[config.mk]
export PLATFORM = sky130hd
export DESIGN_NAME = data_mem_arbiter_flat
export DESIGN_NICKNAME = d
export VERILOG_FILES = /design/src/rtl/data_mem_arbiter_if.sv /design/src/rtl/data_mem_arbiter.sv /design/src/flat_wrapper.sv
export SDC_FILE = /design/constraint.sdc
export NUM_CORES = 1
export LEC_CHECK = 0
export ABC_AREA = 1
export CAP_MARGIN = 20
export CORE_ASPECT_RATIO = 1.25
export CORE_MARGIN = 5
export CORE_UTILIZATION = 40
export DETAILED_ROUTE_END_ITERATION = 10
export HOLD_SLACK_MARGIN = 0.12
export PLACE_DENSITY = 0.8
export SYNTH_ARGS = -nofsm -noshare
export SYNTH_HDL_FRONTEND = slang
export SYNTH_SLANG_ARGS = --single-unit
[constraint.sdc]
create_clock -name clk -period 3.36 [get_ports clk]
set_clock_uncertainty 0.05 [all_clocks]
set_input_delay 1.008 -clock clk [delete_from_list [all_inputs] [get_ports clk]]
set_output_delay 1.008 -clock clk [all_outputs]
set_load 0.02 [all_outputs]
[src/rtl/data_mem_arbiter_if.sv]
// Bundle of the requester-side handshake signals and the data memory port
// that the arbiter drives. The arbiter connects through the slave modport;
// the requesters and the memory model sit on the master side.
//
// Handshake: a request transfers on a rising edge where req_valid_i[n] and
// req_ready_o[n] are both high. Once valid is raised, the requester holds
// valid, we, adtp, addr and wdata stable until it sees ready. It may drop
// valid before ready, and then no transfer happens. req_ready_o depends
// combinationally on req_valid_i. A response is a single-cycle pulse on
// rsp_valid_o[n]. rsp_rdata_o and rsp_err_o carry meaning only while that
// pulse is high.
interface data_mem_arbiter_if #(
    parameter int ADDRESS_WIDTH = 32,
    parameter int DATA_WIDTH    = 32
);
    logic [1:0]               req_valid_i;
    logic [1:0]               req_ready_o;
    logic [1:0]               req_we_i;
    logic [1:0]               req_adtp_i;
    logic [ADDRESS_WIDTH-1:0] req_addr0_i;
    logic [ADDRESS_WIDTH-1:0] req_addr1_i;
    logic [DATA_WIDTH-1:0]    req_wdata0_i;
    logic [DATA_WIDTH-1:0]    req_wdata1_i;
    logic [1:0]               rsp_valid_o;
    logic [DATA_WIDTH-1:0]    rsp_rdata_o;
    logic                     rsp_err_o;
    logic [ADDRESS_WIDTH-1:0] mem_a_o;
    logic [DATA_WIDTH-1:0]    mem_wd_o;
    logic                     mem_we_o;
    logic                     mem_adtp_o;
    logic [DATA_WIDTH-1:0]    mem_rd_i;

    modport slave (
        input  req_valid_i, req_we_i, req_adtp_i, req_addr0_i, req_addr1_i,
               req_wdata0_i, req_wdata1_i, mem_rd_i,
        output req_ready_o, rsp_valid_o, rsp_rdata_o, rsp_err_o,
               mem_a_o, mem_wd_o, mem_we_o, mem_adtp_o
    );

    modport master (
        output req_valid_i, req_we_i, req_adtp_i, req_addr0_i, req_addr1_i,
               req_wdata0_i, req_wdata1_i, mem_rd_i,
        input  req_ready_o, rsp_valid_o, rsp_rdata_o, rsp_err_o,
               mem_a_o, mem_wd_o, mem_we_o, mem_adtp_o
    );
endinterface

[src/rtl/data_mem_arbiter.sv]
// Two-port round-robin arbiter for the single data memory port.
// Port 0 is the CPU load/store unit and port 1 is the loader/debug port.
// Each accepted request runs IDLE -> ACCESS -> RESP, one memory access per
// transaction. The design does not pipeline transactions.
module data_mem_arbiter #(
    parameter int                       ADDRESS_WIDTH = 32,
    parameter int                       DATA_WIDTH    = 32,
    parameter logic [ADDRESS_WIDTH-1:0] MEM_TOP       = 32'h0001FFFF
) (
    input  logic              clk,
    input  logic              rst,
    data_mem_arbiter_if.slave bus,
    output logic [1:0]        dbg_state
);
    localparam logic [1:0] IDLE   = 2'd0;
    localparam logic [1:0] ACCESS = 2'd1;
    localparam logic [1:0] RESP   = 2'd2;

    // A word access touches addr..addr+3.
    localparam logic [ADDRESS_WIDTH:0] WORD_EXTRA = {{(ADDRESS_WIDTH-1){1'b0}}, 2'b11};

    logic [1:0]               state;
    logic                     last_grant;
    logic                     owner;
    logic                     lat_we;
    logic                     lat_adtp;
    logic [ADDRESS_WIDTH-1:0] lat_addr;
    logic [DATA_WIDTH-1:0]    lat_wdata;
    logic [1:0]               rsp_valid;
    logic [DATA_WIDTH-1:0]    rsp_rdata;
    logic                     rsp_err;

    logic                     winner;
    logic [1:0]               ready;
    logic                     in_range;
    logic [ADDRESS_WIDTH:0]   last_byte;

    // Arbitration: a lone valid port wins, and a tie goes to the port that was not granted last.
    always_comb begin
        winner = bus.req_valid_i[1];
        if (bus.req_valid_i == 2'b11) begin
            winner = ~last_grant;
        end
        ready    = 2'b00;
        ready[0] = (state == IDLE) && bus.req_valid_i[0] && !winner;
        ready[1] = (state == IDLE) && bus.req_valid_i[1] && winner;
    end

    // Range check on the latched request, one extra bit so high addresses cannot wrap into range.
    always_comb begin
        last_byte = {1'b0, lat_addr};
        if (!lat_adtp) begin
            last_byte = last_byte + WORD_EXTRA;
        end
        in_range = (last_byte <= {1'b0, MEM_TOP});
    end

    // Transaction FSM: latch on handshake, capture the response in ACCESS, pulse valid in RESP.
    always_ff @(posedge clk) begin
        if (rst) begin
            state      <= IDLE;
            last_grant <= 1'b1;
            owner      <= 1'b0;
            lat_we     <= 1'b0;
            lat_adtp   <= 1'b0;
            lat_addr   <= '0;
            lat_wdata  <= '0;
            rsp_valid  <= 2'b00;
            rsp_rdata  <= '0;
            rsp_err    <= 1'b0;
        end else begin
            case (state)
                IDLE: begin
                    rsp_valid <= 2'b00;
                    if (|ready) begin
                        owner      <= winner;
                        last_grant <= winner;
                        lat_we     <= bus.req_we_i[winner];
                        lat_adtp   <= bus.req_adtp_i[winner];
                        lat_addr   <= winner ? bus.req_addr1_i : bus.req_addr0_i;
                        lat_wdata  <= winner ? bus.req_wdata1_i : bus.req_wdata0_i;
                        state      <= ACCESS;
                    end
                end
                ACCESS: begin
                    rsp_err   <= ~in_range;
                    rsp_rdata <= (lat_we || !in_range) ? '0 : bus.mem_rd_i;
                    rsp_valid <= owner ? 2'b10 : 2'b01;
                    state     <= RESP;
                end
                RESP: begin
                    rsp_valid <= 2'b00;
                    state     <= IDLE;
                end
                default: begin
                    rsp_valid <= 2'b00;
                    state     <= IDLE;
                end
            endcase
        end
    end

    // The memory port shows the latched request at all times. Write enable is gated to ACCESS only.
    assign bus.mem_a_o     = lat_addr;
    assign bus.mem_wd_o    = lat_wdata;
    assign bus.mem_adtp_o  = lat_adtp;
    assign bus.mem_we_o    = (state == ACCESS) && lat_we && in_range;

    assign bus.req_ready_o = ready;
    assign bus.rsp_valid_o = rsp_valid;
    assign bus.rsp_rdata_o = rsp_rdata;
    assign bus.rsp_err_o   = rsp_err;
    assign dbg_state       = state;
endmodule

[src/flat_wrapper.sv]
// flat-port wrapper written by rule: the top's interface ports become plain ports
module data_mem_arbiter_flat 
#(
    parameter int                       ADDRESS_WIDTH = 32,
    parameter int                       DATA_WIDTH    = 32,
    parameter logic [ADDRESS_WIDTH-1:0] MEM_TOP       = 32'h0001FFFF
)
  (clk, rst, dbg_state, bus_req_valid_i, bus_req_we_i, bus_req_adtp_i, bus_req_addr0_i, bus_req_addr1_i, bus_req_wdata0_i, bus_req_wdata1_i, bus_mem_rd_i, bus_req_ready_o, bus_rsp_valid_o, bus_rsp_rdata_o, bus_rsp_err_o, bus_mem_a_o, bus_mem_wd_o, bus_mem_we_o, bus_mem_adtp_o);
  data_mem_arbiter_if #(.ADDRESS_WIDTH(ADDRESS_WIDTH), .DATA_WIDTH(DATA_WIDTH)) bus_i ();
  input  logic clk;
  input  logic rst;
  output logic [1:0] dbg_state;
  input wire logic [$bits(bus_i.req_valid_i)-1:0] bus_req_valid_i;
  input wire logic [$bits(bus_i.req_we_i)-1:0] bus_req_we_i;
  input wire logic [$bits(bus_i.req_adtp_i)-1:0] bus_req_adtp_i;
  input wire logic [$bits(bus_i.req_addr0_i)-1:0] bus_req_addr0_i;
  input wire logic [$bits(bus_i.req_addr1_i)-1:0] bus_req_addr1_i;
  input wire logic [$bits(bus_i.req_wdata0_i)-1:0] bus_req_wdata0_i;
  input wire logic [$bits(bus_i.req_wdata1_i)-1:0] bus_req_wdata1_i;
  input wire logic [$bits(bus_i.mem_rd_i)-1:0] bus_mem_rd_i;
  output wire logic [$bits(bus_i.req_ready_o)-1:0] bus_req_ready_o;
  output wire logic [$bits(bus_i.rsp_valid_o)-1:0] bus_rsp_valid_o;
  output wire logic [$bits(bus_i.rsp_rdata_o)-1:0] bus_rsp_rdata_o;
  output wire logic [$bits(bus_i.rsp_err_o)-1:0] bus_rsp_err_o;
  output wire logic [$bits(bus_i.mem_a_o)-1:0] bus_mem_a_o;
  output wire logic [$bits(bus_i.mem_wd_o)-1:0] bus_mem_wd_o;
  output wire logic [$bits(bus_i.mem_we_o)-1:0] bus_mem_we_o;
  output wire logic [$bits(bus_i.mem_adtp_o)-1:0] bus_mem_adtp_o;
  assign bus_i.req_valid_i = bus_req_valid_i;
  assign bus_i.req_we_i = bus_req_we_i;
  assign bus_i.req_adtp_i = bus_req_adtp_i;
  assign bus_i.req_addr0_i = bus_req_addr0_i;
  assign bus_i.req_addr1_i = bus_req_addr1_i;
  assign bus_i.req_wdata0_i = bus_req_wdata0_i;
  assign bus_i.req_wdata1_i = bus_req_wdata1_i;
  assign bus_i.mem_rd_i = bus_mem_rd_i;
  assign bus_req_ready_o = bus_i.req_ready_o;
  assign bus_rsp_valid_o = bus_i.rsp_valid_o;
  assign bus_rsp_rdata_o = bus_i.rsp_rdata_o;
  assign bus_rsp_err_o = bus_i.rsp_err_o;
  assign bus_mem_a_o = bus_i.mem_a_o;
  assign bus_mem_wd_o = bus_i.mem_wd_o;
  assign bus_mem_we_o = bus_i.mem_we_o;
  assign bus_mem_adtp_o = bus_i.mem_adtp_o;
  data_mem_arbiter #(.ADDRESS_WIDTH(ADDRESS_WIDTH), .DATA_WIDTH(DATA_WIDTH), .MEM_TOP(MEM_TOP)) u_core (.clk(clk), .rst(rst), .bus(bus_i), .dbg_state(dbg_state));
endmodule
=== Word level (Yosys, flattened, before mapping) ===
Cells that the tools add are included.

* Flip-flop bits (word level): 105
* Bits in latches: 0
* RAM bits: 0
* ROM bits: 0
* Bits of input ports: 168
* Output and inout port bits: 105
* Logic and storage cells: 44
* Memories: 0

* Add/sub/neg operators: 1
* $mul: 0
* Divide/modulo/power cells: 0
* $lt $le $gt $ge: 2
* Equality and inequality tests: 3
* Shift-type cells: 0
* Muxes and demuxes: 12
* Bitwise gates (word level): 3
* Reduce and logical (&&, ||, !) cells: 13

{| class="wikitable"
|+ Operators with widths
! kind !! number
|-
| $mux W32 || 3
|-
| $add A32 B2 Y33 const B || 1
|-
| $le A33 B17 Y1 const B || 1
|-
| $mux W33 || 1
|-
| $logic_and A1 B1 Y1 || 6
|-
| $mux W1 || 5
|-
| $mux W2 || 2
|-
| $pmux W2 S2 || 1
|-
| $reduce_or A2 Y1 || 2
|-
| $not A1 Y1 || 3
|-
| $eq A2 B1 Y1 const B || 1
|-
| $eq A2 B2 Y1 const B || 1
|-
| $logic_not A1 Y1 || 2
|-
| $logic_not A2 Y1 || 1
|-
| $lt A1 B2 Y1 const B || 1
|-
| $ne A2 B2 Y1 const B || 1
|-
| $reduce_and A2 Y1 || 1
|-
| $logic_or A1 B1 Y1 || 1
|}

=== Depth between registers and ports, before layout ===
* Depth in word-level cells: 7
* Mapped depth: 16
* Mapped depth without buffers: 15

=== Worst setup path before layout ===
OpenSTA, ideal clock, no wires.

* Path kind: reg-to-output
* From: register u_core.lat_addr[0] (netlist: u_core.bus.mem_a_o[0])
* To: output port bus_mem_we_o
* Data arrival time: 2.052 ns
* Required time: 2.302 ns
* Path slack: 0.250 ns
* Cell stages (with the launch flop): 12
* Path buffers: 1
* Cell sequence: dfxtp_1 > inv_1 > ha_1 > nor2_1 > nand2_1 > nor2_1 > nand3_1 > xor2_1 > nand3_1 > nor2_8 > buf_6 > and3_2

* Cells in the longest elaborated chain, start to end: 4

{| class="wikitable"
|+ RTL lines
! what !! line !! RTL
|-
| start, declared || data_mem_arbiter.sv:27 || <nowiki>logic [ADDRESS_WIDTH-1:0] lat_addr;</nowiki>
|-
| start signal, assigned || data_mem_arbiter.sv:80 || <nowiki>lat_addr <= winner ? bus.req_addr1_i : bus.req_addr0_i;</nowiki>
|-
| $add A32 B2 Y33 || data_mem_arbiter.sv:53 || <nowiki>last_byte = last_byte + WORD_EXTRA;</nowiki>
|-
| $mux W33 (*) || data_mem_arbiter.sv:52 || <nowiki>if (!lat_adtp) begin</nowiki>
|-
| $le A33 B17 Y1 (*) || data_mem_arbiter.sv:55 || <nowiki>in_range = (last_byte <= {1'b0, MEM_TOP});</nowiki>
|-
| $logic_and A1 B1 Y1 (*) || data_mem_arbiter.sv:107 || <nowiki>assign bus.mem_we_o = (state == ACCESS) && lat_we && in_range;</nowiki>
|-
| end, declared || flat_wrapper.sv:27 || <nowiki>output wire logic [$bits(bus_i.mem_we_o)-1:0] bus_mem_we_o;</nowiki>
|}

Every way passes the cells marked *; elsewhere a longest branch is shown, timed or not.

=== Worst setup path in the final report ===
* From: input port bus_req_valid_i[0]
* To: output port bus_req_ready_o[0]

* Cells in the longest elaborated chain, start to end: 4
* Elaborated cells on any way between the ends: 5
* Those cells by class: eq/ne: 1; mux: 1; reduce/logical: 3

{| class="wikitable"
|+ RTL lines
! what !! line !! RTL
|-
| start, declared || flat_wrapper.sv:13 || <nowiki>input wire logic [$bits(bus_i.req_valid_i)-1:0] bus_req_valid_i;</nowiki>
|-
| $eq A2 B2 Y1 || data_mem_arbiter.sv:41 || <nowiki>if (bus.req_valid_i == 2'b11) begin</nowiki>
|-
| $mux W1 || data_mem_arbiter.sv:41 ||
|-
| $logic_not A1 Y1 || data_mem_arbiter.sv:45 || <nowiki>ready[0] = (state == IDLE) && bus.req_valid_i[0] && !winner;</nowiki>
|-
| $logic_and A1 B1 Y1 (*) || data_mem_arbiter.sv:45 ||
|-
| end, declared || flat_wrapper.sv:21 || <nowiki>output wire logic [$bits(bus_i.req_ready_o)-1:0] bus_req_ready_o;</nowiki>
|}

Marked as above.

==> results <==
- Among all stages on the critical path, the largest delay is contributed by clkdlybuf4s50_1.
- The synthesized netlist contains 30 unique library cells.
- The multiplexer share of the synthesized area is 12.3%.
- The total number of vias is between 5k and 6k.
- The global-route met3 utilization is under 10%.
- The number of fillers in the final layout is 1130.
- The fraction of layout instances using a drive strength above 1 is 10.6%.
- The worst reg2reg path depth is 14.
- In this run, CTS created clock tree buffers numbering 9.
- The residual overflow from global routing is 0.
- The hold violation total from the final report is 0.
- The met2 demand-to-capacity share in global routing is roughly two fifths.
- The logic depth of the worst path, buffers included is 5.
- The layer with the highest usage is met2.
- The largest single stage delay on the critical path is 0.54 ns.
- Counting both buffers and inverters, the worst setup path holds a total of 2.
- The count of yosys warnings during synthesis is 0.
- The worst-skew pair later-pin latency is roughly 0.35 ns.
- The number of rows created at floorplan is 47.
- The clock tree root buffer cell is clkbuf_16.
- The synthesized netlist devotes 28.8% of its cell area to simple gates.
- The measured slew at the worst slew-check pin is 1.10 ns.
- The initial antenna violation count was 0.
- STA classifies the critical path endpoint as a primary output.
- The iteration count of the initial detailed-routing pass is 6.
- The XOR/XNOR share of the synthesized area is less than 1%.
- ~270 I/O pins were placed.
- Counting every instance in the synthesized netlist gives 720.
- The worst setup path endpoint is bus_req_ready_o[0].
- The repair_antennas step left the layout with diodes totalling 0.
- The adder and majority cell fraction of the synthesized area is 0.233%.
- The detailed router's first-iteration violation count is 357.
- In this run, flip-flops and latches consume between 40% and 50% of the power.
- Setup violations remaining at the end of the flow were counted as 0.
- In the final design database the tool counted about 1.1k nets.
- The number of non-filler instances in the completed layout is 1147.
- The dominant combinational cell family by area after synthesis is simple AND/OR/NAND/NOR gates.
- The run finished with clean final reports.
- The critical path is of the in -> out type.
- The endpoint identified for the worst register-to-register timing path is u_core.bus.rsp_rdata_o[19].
- Once placement completed, the tool counted placed cells totaling between 1k and 1.5k.
- The share of the Yosys chip area taken by registers is between 30% and 40%.
- Of the total power, the share spent switching nets is around a third.
- Timing would allow up to a little over 300 MHz.
- The first global-routing pass estimated ~28000 µm of wire.
- The type of the tightest min-delay check is reg -> reg.
- The signal on the critical path passes through clkdlybuf4s50_1 > nand2_1 > nand2_4 > and3_1 > dlygate4sd2_1.
- The height of the chip is 139 µm.
- After detailed routing, the number of vias per cell comes to around 5.0.
- The final clock period utilization by the worst path is a little over nine tenths.
- The area growth from synthesis to layout is 61.2%.
- The kind of cell adding the most delay to the critical path is buffers and inverters.
- The core region is 13200 µm².
- The number of buffers inserted for hold repair after clock tree synthesis is 0.
- Dividing the synthesized area by the synthesized cell count gives about 7.4 µm².
- The maximum buffer depth of the clock tree is 2.
- Summed over all nets, the switching power comes to ~1.1 mW.
- The number of global-route vias before repair is between 5k and 6k.
- The data arrival at the endpoint of the critical path is roughly 2.2 ns.
- The launch point of the critical path is bus_req_valid_i[0].
- The leakage power is about 3.5 nW.
- The compound-gate portion of the synthesized area is 9.97%.
- The final count of pins violating max slew was 0.
- The kind of launch point of the worst setup path is an input port.
- Once the floorplan was initialized, standard cells occupied 40.7% of the core.
- Across the VDD grid, the largest voltage drop is roughly 0.3 mV.
- The tool flagged a number of max-cap violations equal to 0.
- The HPWL after detailed placement is ~14000 µm.
- STA puts the critical path data required time at roughly 2.3 ns.
- After synthesis the netlist holds a flip-flop and latch count of between 100 and 150.
- The share of power burned in combinational logic is 27.5%.
- In this run the critical register-to-register path is launched from u_core.bus.mem_a_o[0].
- The total power per unit cell area is 395 nW/µm².
- In this run the register-to-register setup slack is 1.06 ns.
- The worst slew slack as a fraction of its limit is 26.5%.
- The die covers approximately 16000 µm².
- The minimum clock period is about 3.2 ns.
- The post-place setup slack is -0.158 ns.
- The library cells used most frequently in the layout, excluding fill and tap cells, are clkdlybuf4s50_1, nand2_1, nand3_1, dfxtp_1, o21ai_0.
- The total detailed-routing wirelength is about 18000 µm.
- The H-tree was split into 3 levels.
- Global routing used roughly 22% of the available tracks.
- The clock tree from TritonCTS is yes.
- The met1 usage in global routing is between 20% and 30%.
- Leaving out fill and tap cells, the most frequent cell in the layout is clkdlybuf4s50_1.
- The number of port buffers is between 200 and 300.
- Of all nets on the critical path, the largest fanout is 3.
- At the end of routability-driven placement, the weighted congestion stood at 0.907.
- The number of nets handed over by synthesis was around 890.
- The clock transition at the registers of the reported paths is about 0.070 ns.
- Setup slack closes at approximately 0.11 ns.
- The internal portion of the total power is between 2 and 2.5 mW.
- After detailed routing, the average wire length per cell comes to around 16 µm.
- In this run the cell area of the synthesized design comes to 5360 µm².
- The share of total power in the clock network is a little under a third.
- The number of sinks handled by clock tree synthesis is 105.
- The pin count of the biggest net entering global routing is 70.
- The post-route antenna net violation count is 0.
- The die boundary width is approximately 110 µm.
- After detailed routing, the number of remaining DRC violations is 0.
-- synthesized netlist by cell type --
cell / number / share of area [%]
a21oi_1: 30 / 2.8
a21oi_2: 5 / 0.82
and2_1: 1 / 0.12
and3_1: 3 / 0.35
and3_2: 1 / 0.14
buf_1: 5 / 0.35
buf_2: 4 / 0.37
buf_6: 5 / 1.1
buf_8: 1 / 0.28
clkbuf_1: 31 / 2.2
clkinv_1: 1 / 0.070
dfxtp_1: 105 / 39
ha_1: 1 / 0.23
inv_1: 64 / 4.5
inv_2: 2 / 0.14
mux2i_1: 66 / 12
nand2_1: 112 / 7.8
nand2_2: 3 / 0.35
nand3_1: 104 / 9.7
nand3_2: 10 / 1.9
nand3b_1: 1 / 0.14
nand4_1: 8 / 0.93
nor2_1: 68 / 4.8
nor2_2: 8 / 0.93
nor2_4: 4 / 0.84
nor2_8: 1 / 0.37
nor3_1: 5 / 0.47
o21ai_0: 67 / 6.3
o21ai_1: 1 / 0.093
xor2_1: 3 / 0.49
-- what timing repair did --
action	CTS	global route
pin swaps	1	8
resized for setup	7	38
buffers inserted	0	1
gates cloned	0	0
endpoints found under the setup margin	3	1
-- per-layer routing --
layer  share of wire [%]  routed length, µm
met3                 7.3               1320
met5                   0                  0
met4                 1.6                299
met1                  39               7170
met2                  52               9370
-- flip-flops by register name, indices dropped and copies added (netlist names), 2 cells and up --
| signal | count |
|---|---|
| u_core.bus.mem_a_o | 32 |
| u_core.bus.mem_wd_o | 32 |
| u_core.bus.rsp_rdata_o | 32 |
| u_core.bus.rsp_valid_o | 2 |
| u_core.dbg_state | 2 |
-- area by class of cell --
class	count	area, µm²	area share (%)
timing repair buffer	286	2860	33.1
multi-input combinational	502	2890	33.4
inverter	67	251	2.91
tap	171	214	2.48
clock inverter	6	58.8	0.681
sequential	105	2120	24.6
clock buffer	10	239	2.77
-- stage by stage --
stage | hold WS (ns) | total power, mW | area (µm²) | utilization [%] | TNS (ns)
after floorplan | 0.367 | 1.90 | 5360 | - | 0
after global placement | 0.401 | 2.38 | 8200 | 62.3 | -0.286
after detailed placement | 0.405 | 2.39 | 8220 | 62.4 | -0.301
after CTS | 0.418 | 3.43 | 8530 | 64.8 | 0
after global routing | 0.440 | 3.57 | 8640 | 65.6 | -0.000136
final | 0.416 | 3.41 | 8640 | 65.6 | 0
-- worst min path at each step --
stage                                       to  depth (start not counted)                        from
floorplan            u_core.bus.rsp_valid_o[0]                          1                u_core.owner
global placement    u_core.bus.rsp_rdata_o[16]                          2  u_core.bus.rsp_rdata_o[16]
detailed placement  u_core.bus.rsp_rdata_o[20]                          2  u_core.bus.rsp_rdata_o[20]
CTS                  u_core.bus.rsp_rdata_o[9]                          2   u_core.bus.rsp_rdata_o[9]
global route        u_core.bus.rsp_rdata_o[28]                          2  u_core.bus.rsp_rdata_o[28]
finish               u_core.bus.rsp_rdata_o[8]                          2   u_core.bus.rsp_rdata_o[8]
-- tightest hold or removal path, stage by stage, from the launching register on --
cell	delay [ns]
dfxtp_1	0.31
nand2_1	0.06
a21oi_1	0.06
-- power by group through the flow --
stage               Clock (mW)  Sequential, mW  Combinational [mW]
detailed placement           0            1.45               0.937
floorplan                    0            1.54               0.359
CTS                       1.07            1.43               0.939
finish                    1.04            1.43               0.938
global route              1.12            1.44                1.01
global placement             0            1.45               0.927
-- cell families after synthesis --
family | count (synthesis)
fa+ha+maj | 1
xor+xnor | 3
buf+inv | 113
compound gates | 103
simple gates | 329
mux | 66
flops | 105
Power figures use the tool's default switching activity.
